==> src/rtl/pwm_multi_channel.sv <==
// NUM_CH edge-aligned PWM channels sharing one period counter; new config is
// accepted by valid/ready into shadow registers and applied on a period boundary.
module pwm_multi_channel #(
  parameter int NUM_CH       = 4,
  parameter int CNT_W        = 8,
  parameter int RESET_PERIOD = 3,
  parameter int RESET_DUTY   = 1
) (
  input  logic                    clk,
  input  logic                    reset_n,
  input  logic                    enable,
  input  logic                    cfg_valid,
  output logic                    cfg_ready,
  input  logic [CNT_W-1:0]        cfg_period,
  input  logic [NUM_CH*CNT_W-1:0] cfg_duty,
  input  logic [NUM_CH-1:0]       cfg_inv,
  output logic [NUM_CH-1:0]       pwm_out,
  output logic                    period_done
);

  localparam logic [CNT_W-1:0] RST_P = CNT_W'(RESET_PERIOD);
  localparam logic [CNT_W-1:0] RST_D = CNT_W'(RESET_DUTY);

  logic [CNT_W-1:0]        cnt;
  logic [CNT_W-1:0]        active_period;
  logic [NUM_CH*CNT_W-1:0] active_duty;
  logic [NUM_CH-1:0]       active_inv;
  logic [CNT_W-1:0]        shadow_period;
  logic [NUM_CH*CNT_W-1:0] shadow_duty;
  logic [NUM_CH-1:0]       shadow_inv;
  logic                    pending;

  logic                    at_end;
  logic                    xfer;
  logic                    apply;
  logic [NUM_CH-1:0]       level;

  always_comb begin
    level = '0;
    for (int i = 0; i < NUM_CH; i++) begin
      level[i] = (cnt < active_duty[i*CNT_W +: CNT_W]) ^ active_inv[i];
    end
  end

  assign at_end    = (cnt == active_period);
  assign xfer      = cfg_valid & ~pending;
  // A disabled block has no boundary to wait for, so pending config lands at once.
  assign apply     = pending & (~enable | at_end);
  assign cfg_ready = ~pending;

  always_ff @(posedge clk or negedge reset_n) begin
    if (!reset_n) begin
      shadow_period <= '0;
      shadow_duty   <= '0;
      shadow_inv    <= '0;
      pending       <= 1'b0;
    end else if (xfer) begin
      shadow_period <= cfg_period;
      shadow_duty   <= cfg_duty;
      shadow_inv    <= cfg_inv;
      pending       <= 1'b1;
    end else if (apply) begin
      pending       <= 1'b0;
    end
  end

  always_ff @(posedge clk or negedge reset_n) begin
    if (!reset_n) begin
      active_period <= RST_P;
      active_duty   <= {NUM_CH{RST_D}};
      active_inv    <= '0;
    end else if (apply) begin
      active_period <= shadow_period;
      active_duty   <= shadow_duty;
      active_inv    <= shadow_inv;
    end
  end

  always_ff @(posedge clk or negedge reset_n) begin
    if (!reset_n) begin
      cnt         <= '0;
      pwm_out     <= '0;
      period_done <= 1'b0;
    end else if (enable) begin
      pwm_out     <= level;
      period_done <= at_end;
      cnt         <= at_end ? '0 : cnt + CNT_W'(1);
    end else begin
      pwm_out     <= active_inv;
      period_done <= 1'b0;
      cnt         <= '0;
    end
  end

endmodule

==> config.mk <==
export PLATFORM = sky130hd
export DESIGN_NAME = pwm_multi_channel
export DESIGN_NICKNAME = d
export VERILOG_FILES = /design/src/rtl/pwm_multi_channel.sv
export SDC_FILE = /design/constraint.sdc
export NUM_CORES = 1
export LEC_CHECK = 0
export CORE_MARGIN = 2
export CORE_UTILIZATION = 51
export CTS_CLUSTER_DIAMETER = 50
export CTS_CLUSTER_SIZE = 16
export DETAILED_ROUTE_END_ITERATION = 12
export PLACE_DENSITY = 0.83
export REMOVE_ABC_BUFFERS = 1
export SYNTH_ARGS = -nofsm -noshare
export SYNTH_HDL_FRONTEND = slang
export SYNTH_SLANG_ARGS = --single-unit
==> constraint.sdc <==
create_clock -name clk -period 1.9 [get_ports clk]
set_input_delay 0.38 -clock clk [delete_from_list [all_inputs] [get_ports clk]]
set_output_delay 0.38 -clock clk [all_outputs]
set_load 0.01 [all_outputs]
=== After elaboration in Yosys (flattened, before gate mapping) ===
Index checks and enable logic that the tools add are counted.

* Muxes and demuxes: 6
* Reductions and logical operators: 1
* Equal/unequal tests: 1
* Bitwise logic cells: 9
* $lt $le $gt $ge: 4
* $add $sub $neg: 1

{| class="wikitable"
|+ Operators with widths
! operator !! number
|-
| $lt A8 B8 Y1 || 4
|-
| $mux W8 || 2
|-
| $add A8 B1 Y8 const B || 1
|-
| $eq A8 B8 Y1 || 1
|-
| $mux W4 || 1
|-
| $xor A1 B1 Y1 || 4
|-
| $mux W1 || 3
|-
| $and A1 B1 Y1 || 2
|-
| $not A1 Y1 || 2
|-
| $reduce_bool A2 Y1 || 1
|-
| $or A1 B1 Y1 || 1
|}

* Bits of input ports: 48
* Register bits: 102
* Output and inout port bits: 6
* Logic and storage cells: 32

=== Depth between registers and ports, before layout ===
Gate-level depths: netlist of the first run.

* Depth in word-level cells: 5
* Mapped depth: 7
* Gate-level depth less buffers: 7

=== Worst setup path before layout of the first run ===
No wires, ideal clock.

* Path kind: flip-flop to flip-flop
* From: register active_period[0]
* To: register active_duty[10]
* Setup time: 125 ps
* Path slack: 67 ps
* Stages on the path, launching flop included: 7
* Required time: 1775 ps
* Arrival: 1708 ps
* Clock period less this slack: 1833 ps
* Buffers on the path: 1
* Cells stage by stage: dfstp_2 xnor2_1 nand4_1 o21ai_4 nand2_8 buf_12 mux2_4

* Cells in the longest elaborated chain, start to end: 3

{| class="wikitable"
|+ Ends and longest elaborated chain
! what !! line !! text
|-
| start: declaration || 25 || <nowiki>logic [CNT_W-1:0] active_period;</nowiki>
|-
| start signal: assignment || 73 || <nowiki>active_period <= shadow_period;</nowiki>
|-
| $eq A8 B8 Y1 || 45 || <nowiki>assign at_end = (cnt == active_period);</nowiki>
|-
| $or A1 B1 Y1 || 48 || <nowiki>assign apply = pending & (~enable | at_end);</nowiki>
|-
| $and A1 B1 Y1 || 48 ||
|-
| end signal: assignment || 70 || <nowiki>active_duty <= {NUM_CH{RST_D}};</nowiki>
|-
| end signal: assignment || 74 || <nowiki>active_duty <= shadow_duty;</nowiki>
|-
| end: declaration || 26 || <nowiki>logic [NUM_CH*CNT_W-1:0] active_duty;</nowiki>
|}

Every way passes these cells.
A chain may end at the register's enable or synchronous reset.

=== Worst setup path in the final report of the first run ===
* From: register cnt[1]
* To: register pwm_out[3]

* Cells in the longest elaborated chain, start to end: 3

{| class="wikitable"
|+ Ends and longest elaborated chain
! what !! line !! text
|-
| start: declaration || 24 || <nowiki>logic [CNT_W-1:0] cnt;</nowiki>
|-
| start signal: assignment || 87 || <nowiki>cnt <= at_end ? '0 : cnt + CNT_W'(1);</nowiki>
|-
| $lt A8 B8 Y1 || 41 || <nowiki>level[i] = (cnt < active_duty[i*CNT_W +: CNT_W]) ^ active_inv[i];</nowiki>
|-
| $xor A1 B1 Y1 || 41 ||
|-
| $mux W4 || 84 || <nowiki>end else if (enable) begin</nowiki>
|-
| end signal: assignment || 85 || <nowiki>pwm_out <= level;</nowiki>
|-
| end signal: assignment || 89 || <nowiki>pwm_out <= active_inv;</nowiki>
|-
| end: declaration || 17 || <nowiki>output logic [NUM_CH-1:0] pwm_out,</nowiki>
|}

Every way passes these cells.

==> results.txt, run 1 <==
----------------------------------------------------
[Synth]
  Sequential area share after synthesis ... 52.3%
  YS warnings ... 0
  Post-synthesis cell area ... 4900 sq um
  Top area cells in the synthesized netlist ... sky130_fd_sc_hd__dfrtp_1 49%, sky130_fd_sc_hd__mux2_4 12%, sky130_fd_sc_hd__mux2_2 11%, sky130_fd_sc_hd__ha_1 7.4%, sky130_fd_sc_hd__dfstp_2 3.2%
  Library cells used by synthesis ... 29
  Fraction of synthesized cell area taken by the top area cell type ... 49.0%
  Dominant cell type by area after synthesis ... sky130_fd_sc_hd__dfrtp_1
  Synth Register Bits ... 102
  Mean instance size in the synthesized netlist ... 14.6 sq um
  Number of instances in the synthesized netlist ... 336

[Floorplan]
  Number of cell rows ... 35
  Die extent in y ... 102 um
  Core Footprint ... 9280 sq um
  Initial core utilization ... 52.8%
  I/O Pins ... 54
  Area of the die ... 10400 sq um
  Width of the chip ... 102 um

[Final layout]
  Commonest cells after routing, fill and taps aside ... 91 x sky130_fd_sc_hd__dfrtp_1, 52 x sky130_fd_sc_hd__clkdlybuf4s50_1, 48 x sky130_fd_sc_hd__mux2_2, 40 x sky130_fd_sc_hd__mux2_4, 31 x sky130_fd_sc_hd__inv_1
  Fraction of final layout cells sized beyond drive strength 1 ... 36.5%
  Final core area utilization ... 65.6%
  Antenna diodes ... 0
  Non-Filler Instances ... 546
  Leading cell type in the layout, fill and taps excluded ... sky130_fd_sc_hd__dfrtp_1
  Final Net Count ... 489
  Area grow syn2layout ... 24.3%

[STA]
  Aggregate negative setup slack ... -0.0750 ns
  Final Slew Violations ... 0
  # setup viols final ... 1
  Time the worst path needs with I/O delays and setup ... 1.97 ns
  Worst clock skew ... 0.00659 ns
  Hold violation total from the final report ... 0
  Setup repair after global routing missed its margin ... true
  Slew at the pin closest to its max-slew limit ... 0.341 ns
  Highest attainable clock frequency ... 506 MHz
  Part of the cycle the worst path needs ... 104%
  Min setup slack post-route ... -0.0750 ns
  Relative slew margins ... 77.2%

[Critical path]
  Kind of end point of the critical path ... register
  CP endpoint ... pwm_out[3]$_DFF_PN0_
  Kind of start point of the critical path ... register
  Launching element of the worst setup path ... cnt[1]$_DFF_PN0_
  Reg2Reg Launch Point ... cnt[1]$_DFF_PN0_
  Minimum setup slack among reg-to-reg paths ... -0.07 ns
  Critical Path RT ... 2.18 ns
  Critical path start-end classification ... reg2reg
  Worst-path maximum fanout ... 6
  Arrival time reported for the critical path endpoint ... 2.26 ns
  Logic depth of the worst register-to-register path ... 5
  Destination of the worst register-to-register timing path ... pwm_out[3]$_DFF_PN0_

[Power]
  Total power draw ... 7.57 mW
  VDD IR-drop max ... 0.000666 V
  Static Leakage ... 2.85 nW
  Power density normalized to cell area ... 1240 nW/um^2

[Clocking]
  Insertion delay of the later-clocked pin in the worst-skew pair ... 0.37 ns
  Number of buffers on the longest clock path ... 2
  Clock slew at reported path FFs ... 0.10 ns
  Clock tree from TritonCTS ... done
  Clock sink count ... 102
  Root buffer cell ... sky130_fd_sc_hd__clkbuf_8
  TritonCTS Buffers ... 9
  Number of levels in the clock H-tree ... 3

[Status]
  Status ... finished, violations left
  Violations in the final reports ... negative setup slack

[Flow run]
  MaxCap Viol Count ... 0

[Global routing]
  Vias in the first global route ... 2903
  Met1 Resource Use GR ... 22.0%
  Largest net degree at the start of global routing ... 57
  Remaining global-route overflow ... 0
  Antenna violations before repair ... 0
  First-pass GRT wire length ... 14000 um
  Met2 track demand over resource in global routing ... 30.1%
  Top Usage Layer GRT ... met2
  Met3 track demand over resource in global routing ... 4.72%
  Total global-route track usage ... 17.4%

[Placement]
  Inst Count DP ... 522
  Post-detailed-placement half-perimeter wirelength ... 5820 um
  Placer's final routability congestion estimate ... 0.807
  Count of input and output buffers ... 53
  Pre-CTS setup slack ... -0.0622 ns

[Min path]
  WHS Path Cells ... 1
  Hold Crit Class ... reg2reg

[Routing]
  Detailed-router iteration count before antenna repair ... 4
  Antenna-violating nets left ... 0
  Post-detailed-route via-to-cell ratio ... 5.11
  Total via count after detailed routing ... 2790
  Routed len/inst ... 16.5 um
  Drt first-iter violations ... 75
  Total wire length after detailed routing ... 8990 um
  Remaining routing DRC violations ... 0

----------------------------------------------------
==> timing repair <==
item / 4_1_cts / 5_1_grt
pin swaps: 6 / 2
hold endpoints to repair: 39 / 0
setup buffers: 0 / 1
endpoints found under the setup margin: 5 / 45
hold buffers: 1 / 0
cloned: 0 / 6
gates resized for setup: 6 / 7
==> area by class of cell <==
class	instances	area, sq um
clock buffers	11	131
clock inverters	5	82.6
fillers	688	3190
inverters	31	116
multi-input cells	193	2170
flip-flops and latches	102	2570
well taps	129	161
repair buffers	75	860
==> power by group <==
group / internal [mW] / total [mW] / switching, mW
Clock: 0.749 / 1.48 / 0.734
Combinational: 1.65 / 2.55 / 0.897
Sequential: 3.01 / 3.54 / 0.535
==> layer usage <==
layer	part of all wire [%]	wire length, um
met4	2.0	184
met5	0	0
met3	3.9	353
met2	52	4660
met1	42	3790
==> synthesized netlist by cell type <==
library cell and number:
sky130_fd_sc_hd__mux2_4 40, sky130_fd_sc_hd__nand2b_1 2, sky130_fd_sc_hd__mux2_2 48, sky130_fd_sc_hd__xnor2_1 9
sky130_fd_sc_hd__ha_1 29, sky130_fd_sc_hd__nand2_8 1, sky130_fd_sc_hd__o21ai_0 4, sky130_fd_sc_hd__inv_1 31
sky130_fd_sc_hd__nor2_1 8, sky130_fd_sc_hd__o21a_1 4, sky130_fd_sc_hd__a2111oi_2 8, sky130_fd_sc_hd__nand4_1 2
sky130_fd_sc_hd__xor2_1 9, sky130_fd_sc_hd__a21oi_1 4, sky130_fd_sc_hd__buf_2 3, sky130_fd_sc_hd__nand3_1 5
sky130_fd_sc_hd__clkbuf_1 1, sky130_fd_sc_hd__and3_2 1, sky130_fd_sc_hd__o21bai_1 5, sky130_fd_sc_hd__o21ai_4 1
sky130_fd_sc_hd__buf_6 1, sky130_fd_sc_hd__nor3_1 1, sky130_fd_sc_hd__buf_12 4, sky130_fd_sc_hd__dfrtp_1 96
sky130_fd_sc_hd__nand2b_4 2, sky130_fd_sc_hd__and3_1 5, sky130_fd_sc_hd__buf_1 1, sky130_fd_sc_hd__dfstp_2 6
sky130_fd_sc_hd__nor2b_1 5
==> sequential cells by signal, summed over array words and instances, names as in the netlist <==
register,flops
active_duty,32
shadow_duty,32
active_period,8
cnt,8
shadow_period,8
active_inv,4
pwm_out,4
shadow_inv,4
pending,1
period_done,1
==> critical path: stages (launching register included) <==
cell and delay (ns):
sky130_fd_sc_hd__dfrtp_2 0.48, sky130_fd_sc_hd__ha_1 0.38, sky130_fd_sc_hd__a2111oi_4 0.34, sky130_fd_sc_hd__o21bai_1 0.12, sky130_fd_sc_hd__a2111oi_2 0.36, sky130_fd_sc_hd__xor2_1 0.21
==> through the flow <==
step	hold slack (ns)	cell area, sq um
CTS	0.491	5920
global route	0.511	6090
detailed placement	0.391	5660
finish	0.482	6090
floorplan	0.0844	4780
global placement	0.387	5660
==> worst min path at each step <==
stage,startpoint,endpoint,slack (ns)
after floorplan,reset_n,active_duty[10]$_DFFE_PN0P_,0.08
after global placement,reset_n,shadow_inv[1]$_DFFE_PN0P_,0.39
after detailed placement,reset_n,active_inv[1]$_DFFE_PN0P_,0.39
after CTS,active_inv[0]$_DFFE_PN0P_,pwm_out[0]$_DFF_PN0_,0.49
after global routing,active_inv[3]$_DFFE_PN0P_,pwm_out[3]$_DFF_PN0_,0.51
final,active_inv[0]$_DFFE_PN0P_,pwm_out[0]$_DFF_PN0_,0.48
==> cells by family after synthesis <==
logic type | after synthesis | synth area share (%)
and+or+nand+nor | 32 | 4.14
AOI/OAI and AO/OA | 26 | 4.98
DFF | 102 | 52.3
xor gates and xnor gates | 18 | 3.22
buffers and inverters | 41 | 4.70
adders and majority gates | 29 | 7.41
muxes | 88 | 23.3
No activity file was read; power rests on OpenSTA's default activity.
==> run 2, diff against run 1 <==
--- a/config.mk
+++ b/config.mk
@@ -5,13 +5,13 @@
 export SDC_FILE = /design/constraint.sdc
 export NUM_CORES = 1
 export LEC_CHECK = 0
-export CORE_MARGIN = 2
 export CORE_UTILIZATION = 51
 export CTS_CLUSTER_DIAMETER = 50
 export CTS_CLUSTER_SIZE = 16
 export DETAILED_ROUTE_END_ITERATION = 12
 export PLACE_DENSITY = 0.83
 export REMOVE_ABC_BUFFERS = 1
+export SLEW_MARGIN = 0
 export SYNTH_ARGS = -nofsm -noshare
 export SYNTH_HDL_FRONTEND = slang
 export SYNTH_SLANG_ARGS = --single-unit
==> results.txt, run 2 (synthesized netlist as in run 1, its figures left out) <==
----------------------------------------------------
[STA]
  Hold_ws ... 0.477 ns (-0.00499 ns)
  Time the worst path needs with I/O delays and setup ... 1.98 ns (+0.00266 ns)
  # setup viols final ... 43 (+42)
  Highest attainable clock frequency ... 506 MHz (-0.13%)
  Relative slew margins ... 71.2% (-6.0 points)
  Hold violation total from the final report ... 0 (unchanged)
  Part of the cycle the worst path needs ... 104% (+0.14 points)
  Worst clock skew ... 0.00758 ns (+0.000987 ns)
  Min setup slack post-route ... -0.0776 ns (-0.00266 ns)
  Final Slew Violations ... 0 (unchanged)
  Slew at the pin closest to its max-slew limit ... 0.431 ns (+0.0900 ns)
  Setup repair after global routing missed its margin ... true

[Clocking]
  TritonCTS Buffers ... 9 (unchanged)
  Clock sink count ... 102 (unchanged)
  Root buffer cell ... sky130_fd_sc_hd__clkbuf_8
  Clock tree from TritonCTS ... done
  Number of buffers on the longest clock path ... 2 (unchanged)
  Number of levels in the clock H-tree ... 3 (unchanged)
  Insertion delay of the later-clocked pin in the worst-skew pair ... 0.36 ns (about the same)
  Clock slew at reported path FFs ... 0.09 ns (about the same)

[Power]
  Static Leakage ... 2.85 nW (about the same)
  VDD IR-drop max ... 0.000672 V (+0.98%)
  Power density normalized to cell area ... 1240 nW/um^2 (-0.59%)

[Final layout]
  Final Net Count ... 494 (+1.0%)
  Cell area after layout ... 6090 sq um (about the same)
  Leading cell type in the layout, fill and taps excluded ... sky130_fd_sc_hd__dfrtp_1
  Commonest cells after routing, fill and taps aside ... 92 x sky130_fd_sc_hd__dfrtp_1, 52 x sky130_fd_sc_hd__clkdlybuf4s50_1, 48 x sky130_fd_sc_hd__mux2_2, 40 x sky130_fd_sc_hd__mux2_4, 31 x sky130_fd_sc_hd__inv_1
  Area occupied by registers ... 2560 sq um (about the same)
  Footprint of the multi-input gates ... 2200 sq um (+1.2%)
  Final core area utilization ... 65.6% (about the same)
  Antenna diodes ... 0 (unchanged)
  Layout fillers ... 688 (unchanged)
  Top flop regs ... active_duty x32, shadow_duty x32
  Area grow syn2layout ... 24.4% (about the same)
  Fraction of final layout cells sized beyond drive strength 1 ... 37.4% (+0.99 points)

[Floorplan]
  Width of the chip ... 100 um (-2.0%)
  Die extent in y ... 100 um (-2.0%)
  Number of cell rows ... 35 (unchanged)
  Core Footprint ... 9280 sq um (unchanged)
  Initial core utilization ... 52.8% (unchanged)
  I/O Pins ... 54 (unchanged)
  Area of the die ... 10000 sq um (-3.9%)

[Flow run]
  MaxCap Viol Count ... 0 (unchanged)

[Routing]
  Remaining routing DRC violations ... 0 (unchanged)
  Detailed-router iteration count before antenna repair ... 5 (+1)
  Drt first-iter violations ... 62 (-17%)
  Post-detailed-route via-to-cell ratio ... 5.14 (+0.55%)
  Routed len/inst ... 16.1 um (-2.4%)
  Antenna-violating nets left ... 0 (unchanged)
  Total via count after detailed routing ... 2831 (+1.5%)
  Total wire length after detailed routing ... 8860 um (-1.5%)

[Global routing]
  Antenna violations before repair ... 0 (unchanged)
  Remaining global-route overflow ... 0 (unchanged)
  Vias in the first global route ... 2984 (+2.8%)
  Total global-route track usage ... 18.7% (+1.2 points)
  Largest net degree at the start of global routing ... 47 (-18%)
  First-pass GRT wire length ... 14400 um (+2.9%)

[Critical path]
  Critical path start-end classification ... reg2reg
  Critical Path RT ... 2.15 ns (-0.03 ns)
  Kind of end point of the critical path ... register
  Arrival time reported for the critical path endpoint ... 2.23 ns (-0.03 ns)
  Worst-path maximum fanout ... 9 (+3)
  Kind of start point of the critical path ... register
  Minimum setup slack among reg-to-reg paths ... -0.08 ns (about the same)

[Placement]
  Placer's final routability congestion estimate ... 0.796 (-1.4%)
  Count of input and output buffers ... 53 (unchanged)
  Total cell area at the placement stage ... 5660 sq um (about the same)
  Post-detailed-placement half-perimeter wirelength ... 5960 um (+2.5%)

[Min path]
  Hold Crit Class ... reg2reg

[Status]
  Violations in the final reports ... negative setup slack
  Status ... finished, violations left

----------------------------------------------------
-- run 2: changes by cell type in the layout (fill, tap and decap cells not counted), sizes merged --
cell / delta
buf: +6
inv: -1
clkinvlp: +2
clkbuf: -1
bufinv: -1
-- run 2: critical path: stages (launching register included) --
cell	delay, ns
sky130_fd_sc_hd__dfrtp_2	0.47
sky130_fd_sc_hd__buf_4	0.16
sky130_fd_sc_hd__xnor2_1	0.16
sky130_fd_sc_hd__nand4_1	0.20
sky130_fd_sc_hd__o21ai_4	0.25
sky130_fd_sc_hd__nand2_8	0.13
sky130_fd_sc_hd__clkbuf_16	0.20
sky130_fd_sc_hd__mux2_4	0.30
-- run 2: cell type report --
cell class                 count  share of cell area (%)
clock buffer                  11                    2.32
tap                          129                    2.65
inverter                      31                    1.91
sequential                   102                    42.1
timing repair buffer          80                    14.0
multi-input combinational    193                    36.1
clock inverter                 5                   0.965
-- run 2: per-layer routing --
layer	share of wire, %	vias up	global-route usage [%]
li1	-	1326	-
met1	45	1441	24.4
met2	50	55	30.2
met3	3.5	9	5.22
met4	1.1	0	6.13
met5	0	-	0
-- run 2: path summary, 6_finish.rpt --
| check | start | end | depth (start not counted) |
|---|---|---|---|
| min reg2reg | active_inv[0]$_DFFE_PN0P_ | pwm_out[0]$_DFF_PN0_ | 1 |
| min | active_inv[0]$_DFFE_PN0P_ | pwm_out[0]$_DFF_PN0_ | 1 |
| min in group asynchronous | reset_n | active_duty[14]$_DFFE_PN0P_ | 2 |
| max in group asynchronous | reset_n | active_period[0]$_DFFE_PN1P_ | 3 |
| max reg2reg | cnt[2]$_DFF_PN0_ | active_duty[23]$_DFFE_PN0P_ | 7 |
| max | cnt[2]$_DFF_PN0_ | active_duty[23]$_DFFE_PN0P_ | 7 |
-- run 2: repair_timing --
item / in CTS / in global routing
gates resized for setup: 4 / 13
hold endpoints to repair: 28 / 0
hold buffers: 1 / 0
setup endpoints to repair: 15 / 27
pin swaps: 4 / 6
buffers inserted: 1 / 6
cloned: 0 / 3
-- run 2: stage by stage --
stage	TNS (ns)	worst slack, ns	power [mW]	std cells
after CTS	-0.0192	-0.0192	7.31	542
final	-2.16	-0.0776	7.53	551
after global routing	-6.71	-0.170	8.00	551
after global placement	-0.0263	-0.00959	5.76	524
after floorplan	-49.97	-1.11	5.15	326
after detailed placement	-0.199	-0.0755	5.90	524
-- run 2: power breakdown --
group	switching (mW)	leakage, nW	internal (mW)
registers	0.534	1.20	3.01
clock network	0.711	0.0955	0.645
logic	0.931	1.55	1.70
total	2.18	2.85	5.36
==> run 3, diff against run 2 <==
--- a/config.mk
+++ b/config.mk
@@ -6,7 +6,7 @@
 export NUM_CORES = 1
 export LEC_CHECK = 0
 export CORE_UTILIZATION = 51
-export CTS_CLUSTER_DIAMETER = 50
+export CTS_CLUSTER_DIAMETER = 200
 export CTS_CLUSTER_SIZE = 16
 export DETAILED_ROUTE_END_ITERATION = 12
 export PLACE_DENSITY = 0.83
==> results of run 3 <==
The final DEF is identical to that of run 2; final timing and power are the same.
